**src/rtl/async_fifo_pkg.sv**
```systemverilog
// Shared types and helpers for the async FIFO write-side arbiter.
// Optional build macro used by the arbiter: ASYNC_FIFO_WR_ARB_PRIO0_EN.
package async_fifo_pkg;

    // Arbiter FSM states: searching for a winner, or moving a locked burst.
    typedef enum logic [0:0] {
        ARB  = 1'b0,
        XFER = 1'b1
    } arb_state_t;

    // Legal range of beats a single grant may carry.
    localparam int BURST_MAX_MIN = 1;
    localparam int BURST_MAX_MAX = 256;

    // Width of an index into n items, never narrower than one bit.
    function automatic int id_width(input int n);
        return (n <= 1) ? 1 : $clog2(n);
    endfunction

endpackage

```
**src/rtl/async_fifo_rr_pick.sv**
```systemverilog
// Rotating priority encoder: first set bit of req at or after ptr+1 (mod NREQ).
module async_fifo_rr_pick
    import async_fifo_pkg::*;
#(
    parameter int NREQ = 4,
    parameter int IDW  = 2
) (
    input  logic [NREQ-1:0] req,
    input  logic [IDW-1:0]  ptr,
    output logic            found,
    output logic [IDW-1:0]  winner
);

    // Walk offsets from farthest to nearest so the nearest requester wins.
    always_comb begin
        logic [IDW-1:0] idx_s;
        found  = 1'b0;
        winner = '0;
        idx_s  = '0;
        for (int i = NREQ; i >= 1; i--) begin
            idx_s  = IDW'((int'(ptr) + i) % NREQ);
            found  = found | req[idx_s];
            winner = req[idx_s] ? idx_s : winner;
        end
    end

endmodule

```
**src/rtl/async_fifo_wr_arb.sv**
```systemverilog
// Write-side arbiter: shares one async FIFO write port between NREQ
// valid/ready requesters with round-robin grants and burst lock.
// Optional macro ASYNC_FIFO_WR_ARB_PRIO0_EN gives requester 0 absolute priority.
module async_fifo_wr_arb
    import async_fifo_pkg::*;
#(
    parameter int DW        = 32,
    parameter int NREQ      = 4,
    parameter int BURST_MAX = 8,
    localparam int IDW      = id_width(NREQ)
) (
    input  logic                 wr_clk,
    input  logic                 wr_rst,
    input  logic [NREQ-1:0]      req_vld,
    input  logic [NREQ*DW-1:0]   req_data,
    input  logic [NREQ-1:0]      req_last,
    output logic [NREQ-1:0]      req_rdy,
    input  logic                 wr_full,
    output logic                 wr_en,
    output logic [DW-1:0]        wr_data,
    output logic [IDW-1:0]       wr_id,
    output logic                 arb_busy
);

    localparam int CNTW = id_width(BURST_MAX);
    localparam logic [CNTW-1:0] LAST_BEAT = CNTW'(BURST_MAX - 1);

    arb_state_t      state_r, state_nxt_s;
    logic [IDW-1:0]  grant_r, grant_nxt_s;
    logic [IDW-1:0]  rr_ptr_r, rr_ptr_nxt_s;
    logic [CNTW-1:0] beat_cnt_r, beat_cnt_nxt_s;
    logic            found_s;
    logic [IDW-1:0]  winner_s;
    logic            beat_s;

    async_fifo_rr_pick #(
        .NREQ (NREQ),
        .IDW  (IDW)
    ) u_rr_pick (
        .req    (req_vld),
        .ptr    (rr_ptr_r),
        .found  (found_s),
        .winner (winner_s)
    );

    // State, grant, round-robin pointer and beat counter registers.
    always_ff @(posedge wr_clk) begin
        if (wr_rst) begin
            state_r    <= ARB;
            grant_r    <= '0;
            rr_ptr_r   <= IDW'(NREQ - 1);
            beat_cnt_r <= '0;
        end else begin
            state_r    <= state_nxt_s;
            grant_r    <= grant_nxt_s;
            rr_ptr_r   <= rr_ptr_nxt_s;
            beat_cnt_r <= beat_cnt_nxt_s;
        end
    end

    // Next-state logic and the combinational write-port handshake.
    always_comb begin
        state_nxt_s    = state_r;
        grant_nxt_s    = grant_r;
        rr_ptr_nxt_s   = rr_ptr_r;
        beat_cnt_nxt_s = beat_cnt_r;
        req_rdy        = '0;
        wr_en          = 1'b0;
        arb_busy       = 1'b0;
        beat_s         = 1'b0;
        wr_id          = grant_r;
        wr_data        = req_data[int'(grant_r)*DW +: DW];
        case (state_r)
            ARB: begin
`ifdef ASYNC_FIFO_WR_ARB_PRIO0_EN
                // Requester 0 pre-empts the rotation and leaves rr_ptr alone.
                if (req_vld[0]) begin
                    grant_nxt_s    = '0;
                    beat_cnt_nxt_s = '0;
                    state_nxt_s    = XFER;
                end else if (found_s) begin
                    grant_nxt_s    = winner_s;
                    rr_ptr_nxt_s   = winner_s;
                    beat_cnt_nxt_s = '0;
                    state_nxt_s    = XFER;
                end else begin
                    state_nxt_s    = ARB;
                end
`else
                if (found_s) begin
                    grant_nxt_s    = winner_s;
                    rr_ptr_nxt_s   = winner_s;
                    beat_cnt_nxt_s = '0;
                    state_nxt_s    = XFER;
                end else begin
                    state_nxt_s    = ARB;
                end
`endif
            end
            XFER: begin
                arb_busy         = 1'b1;
                req_rdy[grant_r] = ~wr_full;
                beat_s           = req_vld[grant_r] & ~wr_full;
                wr_en            = beat_s;
                // Grant is held while the owner idles or the FIFO is full.
                if (beat_s) begin
                    beat_cnt_nxt_s = beat_cnt_r + CNTW'(1);
                    if (req_last[grant_r] || (beat_cnt_r == LAST_BEAT)) begin
                        state_nxt_s = ARB;
                    end else begin
                        state_nxt_s = XFER;
                    end
                end else begin
                    state_nxt_s = XFER;
                end
            end
            default: begin
                state_nxt_s = ARB;
            end
        endcase
    end

endmodule

```
**config.mk**
```make
export PLATFORM = sky130hd
export DESIGN_NAME = async_fifo_wr_arb
export DESIGN_NICKNAME = d
export VERILOG_FILES = /design/src/rtl/async_fifo_pkg.sv /design/src/rtl/async_fifo_rr_pick.sv /design/src/rtl/async_fifo_wr_arb.sv
export SDC_FILE = /design/constraint.sdc
export NUM_CORES = 1
export LEC_CHECK = 0
export ABC_AREA = 1
export BUFFER_PORTS_ARGS = -buffer_cell sky130_fd_sc_hd__clkbuf_2
export CAP_MARGIN = 20
export CORE_ASPECT_RATIO = 1.4
export CORE_MARGIN = 5
export CORE_UTILIZATION = 31
export CTS_CLUSTER_DIAMETER = 40
export DETAILED_ROUTE_END_ITERATION = 6
export PLACE_DENSITY = 0.85
export SYNTH_ARGS = -nofsm -noshare
export SYNTH_HDL_FRONTEND = slang
export SYNTH_SLANG_ARGS = --single-unit
export TNS_END_PERCENT = 20
```
**constraint.sdc**
```tcl
create_clock -name wr_clk -period 1.55 [get_ports wr_clk]
set_clock_uncertainty 0.05 [all_clocks]
set_input_delay 0.31 -clock wr_clk [delete_from_list [all_inputs] [get_ports wr_clk]]
set_output_delay 0.31 -clock wr_clk [all_outputs]
set_load 0.02 [all_outputs]
```
# Word-level counts from Yosys, hierarchy flattened
# Index checks and enable logic that the tools add are counted.
[classes] n_addsub=5 n_mul=0 n_div=0 order_cmp=6 n_eq_ne=3 shifts=1 mux=28 bitwise=7 n_reduce_logical=4
[op_table] cell="$shiftx A128 B8 Y32" count=1
[op_table] cell="$lt A2 B3 Y1 const B" count=5
[op_table] cell="$bmux W1 S2" count=6
[op_table] cell="$mux W1" count=12
[op_table] cell="$mux W2" count=4
[op_table] cell="$mux W3" count=2
[op_table] cell="$pmux W3 S2" count=1
[op_table] cell="$add A2 B1 Y2 const B" count=2
[op_table] cell="$add A2 B2 Y2 const B" count=2
[op_table] cell="$and A4 B4 Y4" count=1
[op_table] cell="$mux W4" count=1
[op_table] cell="$reduce_and A2 Y1" count=2
[op_table] cell="$add A3 B1 Y3 const B" count=1
[op_table] cell="$eq A3 B3 Y1 const B" count=1
[op_table] cell="$or A1 B1 Y1" count=3
[op_table] cell="$demux W1 S2" count=1
[op_table] cell="$ge A2 B1 Y1 const B" count=1
[op_table] cell="$ne A2 B1 Y1 const B" count=1
[op_table] cell="$ne A2 B2 Y1 const B" count=1
[op_table] cell="$not A1 Y1" count=2
[op_table] cell="$pmux W1 S2" count=1
[op_table] cell="$and A1 B1 Y1" count=1
[op_table] cell="$logic_and A1 B1 Y1" count=1
[op_table] cell="$logic_or A1 B1 Y1" count=1
[word_totals] reg_bits=8 latchBits=0 ramBits=0 rom_bits=0 inputBits=139 out_inout_bits=40 elab_cells=58 memories=0

# Depth between registers and ports, before layout
# Gate-level depths: netlist (run 1).
[depth] depth_word=8 depth_mapped=10 mapped_depth_nobuf=10

# Cells and area by module
# A second synthesis (run 1) with hierarchy kept.
[unflattened] cells_unflattened=264 hier_area_um2=1430.1
[modules_own_cells] module="async_fifo_wr_arb" n_inst=1 cells_each=215 area_per_inst_um2=1203.7 seq_area_each_um2=160.2
[modules_own_cells] module="async_fifo_rr_pick" n_inst=1 cells_each=49 area_per_inst_um2=226.5 seq_area_each_um2=0.0

# Least setup slack after synthesis (run 1)
# OpenSTA, ideal clock, no wires.
[synth_path] path_kind="reg2out" startpoint="register grant_r[0], in the netlist wr_id[0]" endpoint="output port wr_data[11]" t_arrival_ns=1.395 t_required_ns=1.190 setup_slack_ns=-0.205 stages_incl_launch_ff=7 path_buffers=2 cell_sequence="dfxtp_1 -> buf_2 -> nand2_1 -> inv_2 -> clkbuf_1 -> a22oi_1 -> nand2_1"
[synth_via] elab_chain_cells=1
[synth_rtl] item="from (decl)" line="async_fifo_wr_arb.sv:29" source="logic [IDW-1:0] grant_r, grant_nxt_s;"
[synth_rtl] item="from (signal assigned)" line="async_fifo_wr_arb.sv:55" source="grant_r <= grant_nxt_s;"
[synth_rtl] item="$shiftx A128 B8 Y32" line="async_fifo_wr_arb.sv:72" source="wr_data = req_data[int'(grant_r)*DW +: DW];"
[synth_rtl] item="to (decl)" line="async_fifo_wr_arb.sv:20" source="output logic [DW-1:0] wr_data,"
# No other way between the ends.

# Worst setup path after layout (run 1)
[layout_path] startpoint="register grant_r[1], in the netlist wr_id[1]" endpoint="output port wr_data[10]"
# Same word-level chain as after synthesis.

==> flow_metrics.py, run 1 <==
metrics = {
    "outcome": {
        "status": "complete, but fails checks",
        "violations": "setup timing",
    },
    "timing": {
        "rsz0062_at_grt": "true",
        "relSlewSlack": 0.865,
        "holdWs_ns": 0.266,
        "setup_ws_ns": -0.173,
        "finalHoldViolCount": 0,
        "fmax_ghz": 0.580,
        "setup_viol": 33,
        "slew_viol_final": 0,
        "min_period_over_period": 1.11,
        "tightest_slew_ns": 0.203,
        "period_needed_ns": 1.72,
    },
    "setup_path": {
        "slowest_delay_ns": 0.39,
        "criticalPathCategory": "reg -> out",
        "critPathCaptureType": "output port",
        "cp_data_required_time_ns": 1.19,
        "start_kind": "register",
        "cp_top_family": "buffers and inverters",
        "cp_slowest_cell": "dfxtp_4",
        "cp_cell_sequence": "inv_4 > nand2_4 > inv_6 > buf_16 > a22oi_2 > nand3_1 > clkbuf_8",
        "worstPathMaxFanout": 11,
        "path_buf_inv": 4,
        "crit_arrival_ns": 1.36,
    },
    "cts": {
        "clock_latency_ns": 0.23,
        "clk_pin_slew_worst_paths_ns": 0.04,
        "htreeDepth": 1,
        "cts_buffer_depth": 2,
        "ctsHoldBuffers": 0,
        "cts_buffers": 3,
        "root_buffer": "clkbuf_8",
        "cts.sinks": 8,
        "cts_tree": "done",
    },
    "placement": {
        "portBuffers": 178,
        "gp_congestion": 0.883,
        "hpwlAfterDp_microns": 5590,
        "placed_area_sq_um": 2330,
        "dp_cells": 447,
        "pre_cts_ws_ns": 0.0136,
    },
    "floorplanning": {
        "boundaryPins": 179,
        "die_w_microns": 64.0,
        "rows": 27,
        "coreArea_sq_um": 3950,
        "chipHeight_microns": 85.6,
        "start_util": 0.320,
        "dieArea_sq_um": 5480,
    },
    "power": {
        "powerDensity_nw_per_um2": 1400,
        "leakage_nw": 1.51,
        "power.total_w": 0.00394,
        "peakVddDrop_uv": 1100,
    },
    "synthesis": {
        "yosysSeqAreaShare": 0.126,
        "ys_types": 21,
        "netlist_area_sq_um": 1270,
        "synth.ff_latch_count": 8,
        "synth_fp_nets": 368,
        "synth_area_per_cell_sq_um": 5.58,
        "netlist_instances": 227,
        "synth_warnings": 0,
    },
    "routing": {
        "vias": 2409,
        "drt_wl_total_microns": 7590,
        "drt_drc_violations_left": 0,
        "drtAntennaViolNets": 0,
        "via_per_inst": 5.27,
        "dr.pass1.iters": 4,
        "wl_per_cell_microns": 16.6,
        "drt_iter0_drc": 131,
    },
    "global_routing": {
        "grt_pass1_vias": 2426,
        "antenna_found_initial": 0,
        "grt_first_pass_wirelength_microns": 11300,
        "grt_max_degree": 22,
        "grt-ovfl-total": 0,
        "grt_usage": 0.251,
    },
    "final_layout": {
        "stdcell_area_sq_um": 2820,
        "final_common_cell": "clkbuf_2",
        "final_cell_mix": "clkbuf_2 (155), nand2_1 (68), a22oi_2 (38)",
        "num_antenna_cells": 0,
        "nNetsFinal": 557,
        "syn_to_final_growth_pct": 122,
        "fillers": 331,
        "final_layout_size_suffix_gt1_frac": 0.662,
        "final_cells": 457,
    },
    "run": {
        "drv_cap": 0,
    },
    "hold_path": {
        "worstHoldPathType": "in -> reg",
    },
}
## sequential cells by signal, indices dropped and copies added (netlist names)
signal,flops
beat_cnt_r,3
rr_ptr_r,2
wr_id,2
state_r,1
## what timing repair did
action                                  CTS  global route
gates cloned                              1             0
hold endpoints to repair                  0             0
endpoints found under the setup margin   36            39
setup buffers                             4             2
resized for setup                        69            27
pin swaps                                 9             4
## area by class of cell
class                   instances  area, sq um  area share
multi-input cells             188         1260       0.446
repair buffers                198         1220       0.435
flip-flops and latches          8          169      0.0600
inverters                      17         71.3      0.0253
well taps                      43         53.8      0.0191
clock buffers                   3         41.3      0.0147
## Yosys cell counts
master | count | area, sq um
a21oi_1 | 8 | 40.0
a22oi_1 | 52 | 390
buf_1 | 1 | 3.75
buf_2 | 1 | 5.00
buf_4 | 1 | 7.51
clkbuf_1 | 11 | 41.3
dfxtp_1 | 8 | 160
ha_1 | 2 | 25.0
inv_1 | 12 | 45.0
inv_2 | 5 | 18.8
nand2_1 | 87 | 327
nand2_2 | 2 | 12.5
nand3_1 | 22 | 110
nand4_1 | 2 | 12.5
nor2_1 | 5 | 18.8
nor2_2 | 2 | 12.5
nor3_1 | 2 | 10.0
o211ai_1 | 1 | 7.51
o21ai_0 | 1 | 5.00
o21ai_1 | 1 | 5.00
o21ai_2 | 1 | 8.76
## per-layer routing
metal,vias up,GRT usage,routed length [microns]
met2,103,0.511,4440
met1,1120,0.265,2580
met3,11,0.0262,460
li1,1175,-,-
met4,0,0.0586,104
met5,-,0,0
## stage by stage
step | utilization | TNS (ns)
2_1_floorplan | - | -0.0636
3_3_place_gp | 0.590 | 0
3_5_place_dp | 0.590 | 0
4_1_cts | 0.687 | -4.63
5_1_grt | 0.713 | -6.94
6_report | 0.713 | -4.72
## logic make-up after synthesis
logic type	after synthesis	share of synthesized area
and+or+nand+nor	122	0.397
AOI/OAI and AO/OA	64	0.361
buffers and inverters	31	0.0958
DFF	8	0.126
adders and majority gates	2	0.0198
## power by group
| part | total [W] | internal, W | switching (W) | leakage [nW] |
|---|---|---|---|---|
| clock | 0.000257 | 0.000169 | 0.0000882 | 0.0216 |
| sequential | 0.000319 | 0.000256 | 0.0000627 | 0.0673 |
| combinational | 0.00337 | 0.00149 | 0.00188 | 1.42 |
## final timing paths
| path | start | endpoint | slack, ns | depth (start not counted) |
|---|---|---|---|---|
| worst min-delay path | wr_rst | wr_id[1]$_SDFFE_PP0P_ | 0.27 | 2 |
| worst max register to register | rr_ptr_r[0]$_SDFFE_PP1P_ | rr_ptr_r[1]$_SDFFE_PP1P_ | 0.07 | 9 |
| worst max-delay path | wr_id[1]$_SDFFE_PP0P_ | wr_data[10] | -0.17 | 7 |
| worst min register to register | beat_cnt_r[1]$_SDFFE_PP0P_ | beat_cnt_r[1]$_SDFFE_PP0P_ | 0.45 | 2 |
Note: power is estimated with default switching activity, not from simulation.
==> inputs of run 2 (changes only) <==
==> constraint.sdc (replaced) <==
create_clock -name wr_clk -period 1.7 [get_ports wr_clk]
set_clock_uncertainty 0.05 [all_clocks]
set_input_delay 0.34 -clock wr_clk [delete_from_list [all_inputs] [get_ports wr_clk]]
set_output_delay 0.34 -clock wr_clk [all_outputs]
set_load 0.02 [all_outputs]
==> run 2 against run 1 <==
Against the previous run:
- the flow still finishes with violations (setup timing)
- critical path depth decreased by 1
- power decreased by 18%
- non-clock buffer count decreased by 8
- hold slack improved by 0.037 ns
- routed wire length decreased by 4.4%
- final cell count decreased by 1.8%
- worst setup slack improved by 0.11 ns
- clock power decreased by 10%
- sequential cell count unchanged
- first-iteration DRC count decreased by 37%
- critical path type unchanged
- critical endpoint is now wr_data[21]
==> flow_metrics.py, run 2 (same netlist as run 1, synthesis figures left out) <==
metrics = {
    "timing": {
        "finalHoldViolCount": 0,
        "slew_viol_final": 0,
        "setup_ws_ns": -0.0620,
        "period_needed_ns": 1.76,
        "fmax_ghz": 0.568,
        "relSlewSlack": 0.871,
        "tightest_slew_ns": 0.192,
        "min_period_over_period": 1.04,
        "setup_viol": 32,
        "rsz0062_at_grt": "true",
    },
    "global_routing": {
        "gr-usage-met2": 0.431,
        "grt-ovfl-total": 0,
        "grt_first_pass_wirelength_microns": 10300,
        "grt-busiest-layer": "met2",
        "gr-usage-met3": 0.0537,
        "grt_usage": 0.224,
        "antenna_found_initial": 0,
        "grt_pass1_vias": 2328,
        "grt_max_degree": 23,
        "grtUsageMet1": 0.235,
    },
    "setup_path": {
        "start_kind": "register",
        "cp_slowest_cell": "dfxtp_4",
        "criticalPathCategory": "reg -> out",
        "cp_data_required_time_ns": 1.31,
        "crit_arrival_ns": 1.37,
        "cp_top_family": "buffers and inverters",
        "path_buf_inv": 3,
        "cp_cell_sequence": "inv_4 > nor2_4 > buf_8 > a22oi_1 > nand2_1 > clkbuf_2",
        "worstPathMaxFanout": 17,
        "cp.depth": 6,
        "ff2ff_path_depth": 9,
        "slowest_delay_ns": 0.39,
        "critPathCaptureType": "output port",
    },
    "final_layout": {
        "final_layout_size_suffix_gt1_frac": 0.571,
        "stdcell_area_sq_um": 2560,
        "largest_register_ffs": 3,
        "fin_util": 0.648,
        "largest-register": "beat_cnt_r",
        "final_common_cell": "clkbuf_2",
        "num_antenna_cells": 0,
        "syn_to_final_growth_pct": 102,
        "nNetsFinal": 549,
        "final_cell_mix": "clkbuf_2 (149), nand2_1 (84), a22oi_1 (30)",
        "final_cells": 449,
    },
    "power": {
        "peakVddDrop_uv": 1010,
        "power.total_w": 0.00323,
        "powerDensity_nw_per_um2": 1260,
        "leakage_nw": 1.45,
    },
    "hold_path": {
        "worstHoldPathType": "in -> reg",
        "hold_depth": 2,
    },
    "cts": {
        "clock_latency_ns": 0.23,
        "root_buffer": "clkbuf_8",
        "cts_buffers": 3,
        "cts_buffer_depth": 2,
        "cts.sinks": 8,
        "htreeDepth": 1,
        "clk_pin_slew_worst_paths_ns": 0.04,
        "cts_tree": "done",
    },
    "routing": {
        "drt_iter0_drc": 82,
        "drt_drc_violations_left": 0,
        "drtAntennaViolNets": 0,
        "dr.pass1.iters": 4,
        "via_per_inst": 5.39,
        "wl_per_cell_microns": 16.1,
        "drt_wl_total_microns": 7250,
        "vias": 2418,
    },
    "floorplanning": {
        "chipHeight_microns": 85.6,
        "start_util": 0.320,
        "dieArea_sq_um": 5480,
        "boundaryPins": 179,
        "rows": 27,
        "die_w_microns": 64.0,
        "coreArea_sq_um": 3950,
    },
    "placement": {
        "hpwlAfterDp_microns": 5470,
        "dp_cells": 443,
        "gp_congestion": 0.919,
        "placed_area_sq_um": 2250,
        "portBuffers": 178,
    },
    "outcome": {
        "violations": "setup timing",
        "status": "complete, but fails checks",
    },
    "run": {
        "drv_cap": 0,
    },
}
run 2: cell count changes in the layout (fill, tap and decap cells not counted), moves of 3 or more:
cell | previous run | this run
a22oi_1 | 14 | 30
a22oi_2 | 38 | 22
buf_2 | 6 | 16
buf_4 | 15 | 10
buf_6 | 4 | 7
clkbuf_2 | 155 | 149
clkbuf_8 | 14 | 5
nand2_1 | 68 | 84
nand2_2 | 20 | 5
run 2: worst reg2reg max path, cell delays in order, from the launching register on:
cell	delay [ns]
dfxtp_1	0.31
buf_4	0.16
nand2_1	0.06
nand2_1	0.09
nor2_1	0.11
nand3_1	0.13
nand2_2	0.17
inv_2	0.06
nand3_1	0.11
o211ai_1	0.10
run 2: path summary, 6_finish.rpt:
check,slack [ns],to,startpoint
max reg2reg,0.23,rr_ptr_r[1]$_SDFFE_PP1P_,rr_ptr_r[0]$_SDFFE_PP1P_
min reg2reg,0.44,beat_cnt_r[1]$_SDFFE_PP0P_,beat_cnt_r[1]$_SDFFE_PP0P_
min,0.30,wr_id[0]$_SDFFE_PP0P_,wr_rst
max,-0.06,wr_data[21],wr_id[1]$_SDFFE_PP0P_
run 2: metal layers:
layer / wire (microns) / up-vias
met5: 0 / -
met3: 618 / 15
met2: 4020 / 124
met1: 2480 / 1118
li1: - / 1161
met4: 136 / 0
run 2: final cells by class:
class	instances	area, sq um
fill	349	1390
multi-input combinational	188	1120
timing repair buffer	190	1100
sequential	8	168
inverter	17	71.3
tap	43	53.8
clock buffer	3	41.3
run 2: power by group:
group	leakage [nW]	total, W	internal [W]	switching [W]
Sequential	0.0672	0.000290	0.000233	0.0000575
Clock	0.0216	0.000231	0.000154	0.0000777
Combinational	1.36	0.00270	0.00113	0.00157
run 2: through the flow:
stage                     hold WS, ns  worst slack (ns)  TNS (ns)
final                           0.303           -0.0620     -1.12
after global routing            0.309            -0.136     -3.64
after CTS                       0.304           -0.0489    -0.681
after detailed placement        0.430            0.0246         0
after global placement          0.424            0.0845         0
after floorplan                 0.359           -0.0178    -0.143
run 2: timing repair:
| action | 4_1_cts | 5_1_grt |
|---|---|---|
| hold buffers | 0 | 0 |
| cloned | 0 | 1 |
| resized for setup | 18 | 75 |
| pin swaps | 2 | 8 |
| buffers inserted | 2 | 0 |
| endpoints found under the setup margin | 33 | 35 |
==> inputs of run 3 (changes only) <==
--- a/config.mk
+++ b/config.mk
@@ -10,10 +10,11 @@
 export CAP_MARGIN = 20
 export CORE_ASPECT_RATIO = 1.4
 export CORE_MARGIN = 5
-export CORE_UTILIZATION = 31
+export CORE_UTILIZATION = 28
 export CTS_CLUSTER_DIAMETER = 40
 export DETAILED_ROUTE_END_ITERATION = 6
-export PLACE_DENSITY = 0.85
+export GPL_ROUTABILITY_DRIVEN = 0
+export PLACE_DENSITY = 0.81
 export SYNTH_ARGS = -nofsm -noshare
 export SYNTH_HDL_FRONTEND = slang
 export SYNTH_SLANG_ARGS = --single-unit
==> constraint.sdc (replaced) <==
create_clock -name wr_clk -period 1.5 [get_ports wr_clk]
set_clock_uncertainty 0.05 [all_clocks]
set_input_delay 0.3 -clock wr_clk [delete_from_list [all_inputs] [get_ports wr_clk]]
set_output_delay 0.3 -clock wr_clk [all_outputs]
set_load 0.02 [all_outputs]
==> run 3 against run 2 <==
Against the previous run:
- the run still ends with setup timing left
- register-to-register slack lost 0.25 ns
- combinational power up 40%
- highest routed layer unchanged
- largest power group unchanged
- via count rose by 4.1%
- global-route usage grew 1.0 points
- critical path depth up 3
- power up 37%
==> flow_metrics.py, run 3 (same netlist as run 1, synthesis figures left out) <==
metrics = {
    "final_layout": {
        "stdcell_area_sq_um": 3030,
        "final_layout_size_suffix_gt1_frac": 0.691,
        "largest-register": "beat_cnt_r",
        "final_cell_mix": "clkbuf_2 (144), nand2_1 (67), a22oi_2 (43)",
        "fillers": 350,
        "num_antenna_cells": 0,
        "final_common_cell": "clkbuf_2",
        "nNetsFinal": 561,
        "final_cells": 480,
        "syn_to_final_growth_pct": 139,
        "largest_register_ffs": 3,
        "fin_util": 0.679,
    },
    "cts": {
        "htreeDepth": 1,
        "cts_buffer_depth": 2,
        "cts_tree": "done",
        "ctsHoldBuffers": 0,
        "root_buffer": "clkbuf_8",
        "clk_pin_slew_worst_paths_ns": 0.04,
        "cts.sinks": 8,
        "clock_latency_ns": 0.24,
        "cts_buffers": 3,
    },
    "timing": {
        "tns_ns": -7.33,
        "rsz0062_at_grt": "true",
        "slew_viol_final": 0,
        "tightest_slew_ns": 0.207,
        "setup_viol": 40,
        "min_period_over_period": 1.18,
        "finalHoldViolCount": 0,
        "period_needed_ns": 1.76,
        "setup_ws_ns": -0.264,
        "fmax_ghz": 0.567,
        "relSlewSlack": 0.862,
    },
    "placement": {
        "portBuffers": 178,
        "dp_cells": 468,
        "hpwlAfterDp_microns": 5670,
        "placed_area_sq_um": 2370,
    },
    "setup_path": {
        "cp_data_required_time_ns": 1.15,
        "slowest_delay_ns": 0.41,
        "r2r-start": "wr_id[1]$_SDFFE_PP0P_",
        "cp_cell_sequence": "inv_6 > nand2_4 > inv_8 > buf_6 > a22oi_2 > nand2_1 > nand2_2 > inv_2 > buf_8",
        "path_buf_inv": 5,
        "criticalPathCategory": "reg -> out",
        "ff2ff_path_depth": 11,
        "crit_arrival_ns": 1.41,
        "cp_slowest_cell": "dfxtp_4",
        "critPathCaptureType": "output port",
        "rr_endpoint": "beat_cnt_r[0]$_SDFFE_PP0P_",
        "reg2reg_slack_ns": -0.02,
        "worstPathMaxFanout": 5,
        "start_kind": "register",
        "cp_top_family": "flip-flops",
    },
    "power": {
        "peakVddDrop_uv": 1020,
        "powerDensity_nw_per_um2": 1450,
        "leakage_nw": 1.59,
    },
    "global_routing": {
        "grt_pass1_vias": 2317,
        "antenna_found_initial": 0,
        "grt_max_degree": 25,
        "grt_usage": 0.234,
        "grt_first_pass_wirelength_microns": 10800,
        "grt-ovfl-total": 0,
    },
    "routing": {
        "vias": 2518,
        "via_per_inst": 5.25,
        "wl_per_cell_microns": 17.2,
        "drt_wl_total_microns": 8250,
        "drt_iter0_drc": 161,
        "dr.pass1.iters": 4,
        "drtAntennaViolNets": 0,
        "drt_drc_violations_left": 0,
    },
    "floorplanning": {
        "boundaryPins": 179,
        "coreArea_sq_um": 4460,
        "chipHeight_microns": 89.6,
        "rows": 29,
        "die_w_microns": 66.8,
        "start_util": 0.284,
        "dieArea_sq_um": 5990,
    },
    "hold_path": {
        "worstHoldPathType": "in -> reg",
        "hp-start": "wr_rst",
        "min_to": "beat_cnt_r[2]$_SDFFE_PP0P_",
        "hold_depth": 2,
    },
    "outcome": {
        "violations": "setup timing",
        "status": "complete, but fails checks",
    },
    "run": {
        "drv_cap": 0,
    },
}
run 3: changes by cell type in the layout (fill, tap and decap cells not counted), sizes merged:
cell / change
buf: +9
clkbuf: +3
run 3: worst max path at each step:
stage,from,cells after the start,slack (ns),to
after floorplan,state_r$_SDFF_PP0_,4,-0.07,req_rdy[0]
after global routing,wr_id[1]$_SDFFE_PP0P_,9,-0.32,wr_en
after detailed placement,wr_id[1]$_SDFFE_PP0P_,7,-0.05,wr_data[2]
after CTS,wr_id[1]$_SDFFE_PP0P_,9,-0.24,wr_en
after global placement,wr_id[1]$_SDFFE_PP0P_,7,-0.003,wr_data[9]
final,wr_id[1]$_SDFFE_PP0P_,9,-0.26,wr_en
run 3: stage by stage:
| stage | worst slack [ns] | power [W] | hold WS, ns |
|---|---|---|---|
| floorplan | -0.0718 | 0.00207 | 0.312 |
| finish | -0.264 | 0.00440 | 0.272 |
| global placement | -0.00315 | 0.00302 | 0.420 |
| CTS | -0.238 | 0.00415 | 0.264 |
| detailed placement | -0.0469 | 0.00307 | 0.424 |
| global route | -0.316 | 0.00464 | 0.299 |
run 3: what timing repair did:
action,CTS,global route
resized for setup,91,54
endpoints found under the setup margin,37,44
gates cloned,3,0
buffers inserted,6,1
pin swaps,11,8
run 3: final cells by class:
| type | count | area, sq um | share of cell area |
|---|---|---|---|
| Clock buffer | 3 | 41.3 | 0.0136 |
| Inverter | 17 | 81.3 | 0.0268 |
| Multi-Input combinational cell | 188 | 1310 | 0.432 |
| Sequential cell | 8 | 168 | 0.0553 |
| Tap cell | 62 | 77.6 | 0.0256 |
| Timing Repair Buffer | 202 | 1350 | 0.446 |
run 3: routing by layer:
metal  wire length, microns  vias up  GRT usage  part of all wire
li1                       -     1190          -                 -
met4                    369        0      0.111             0.045
met3                    780       39     0.0436             0.095
met2                   4430      140      0.450              0.54
met1                   2670     1149      0.238              0.32
met5                      0        -          0                 0
run 3: where the power goes:
group,switching [W],total [W],internal [W]
registers,0.0000746,0.000339,0.000264
clock network,0.0000982,0.000273,0.000175
logic,0.00205,0.00379,0.00174
total,0.00223,0.00440,0.00218
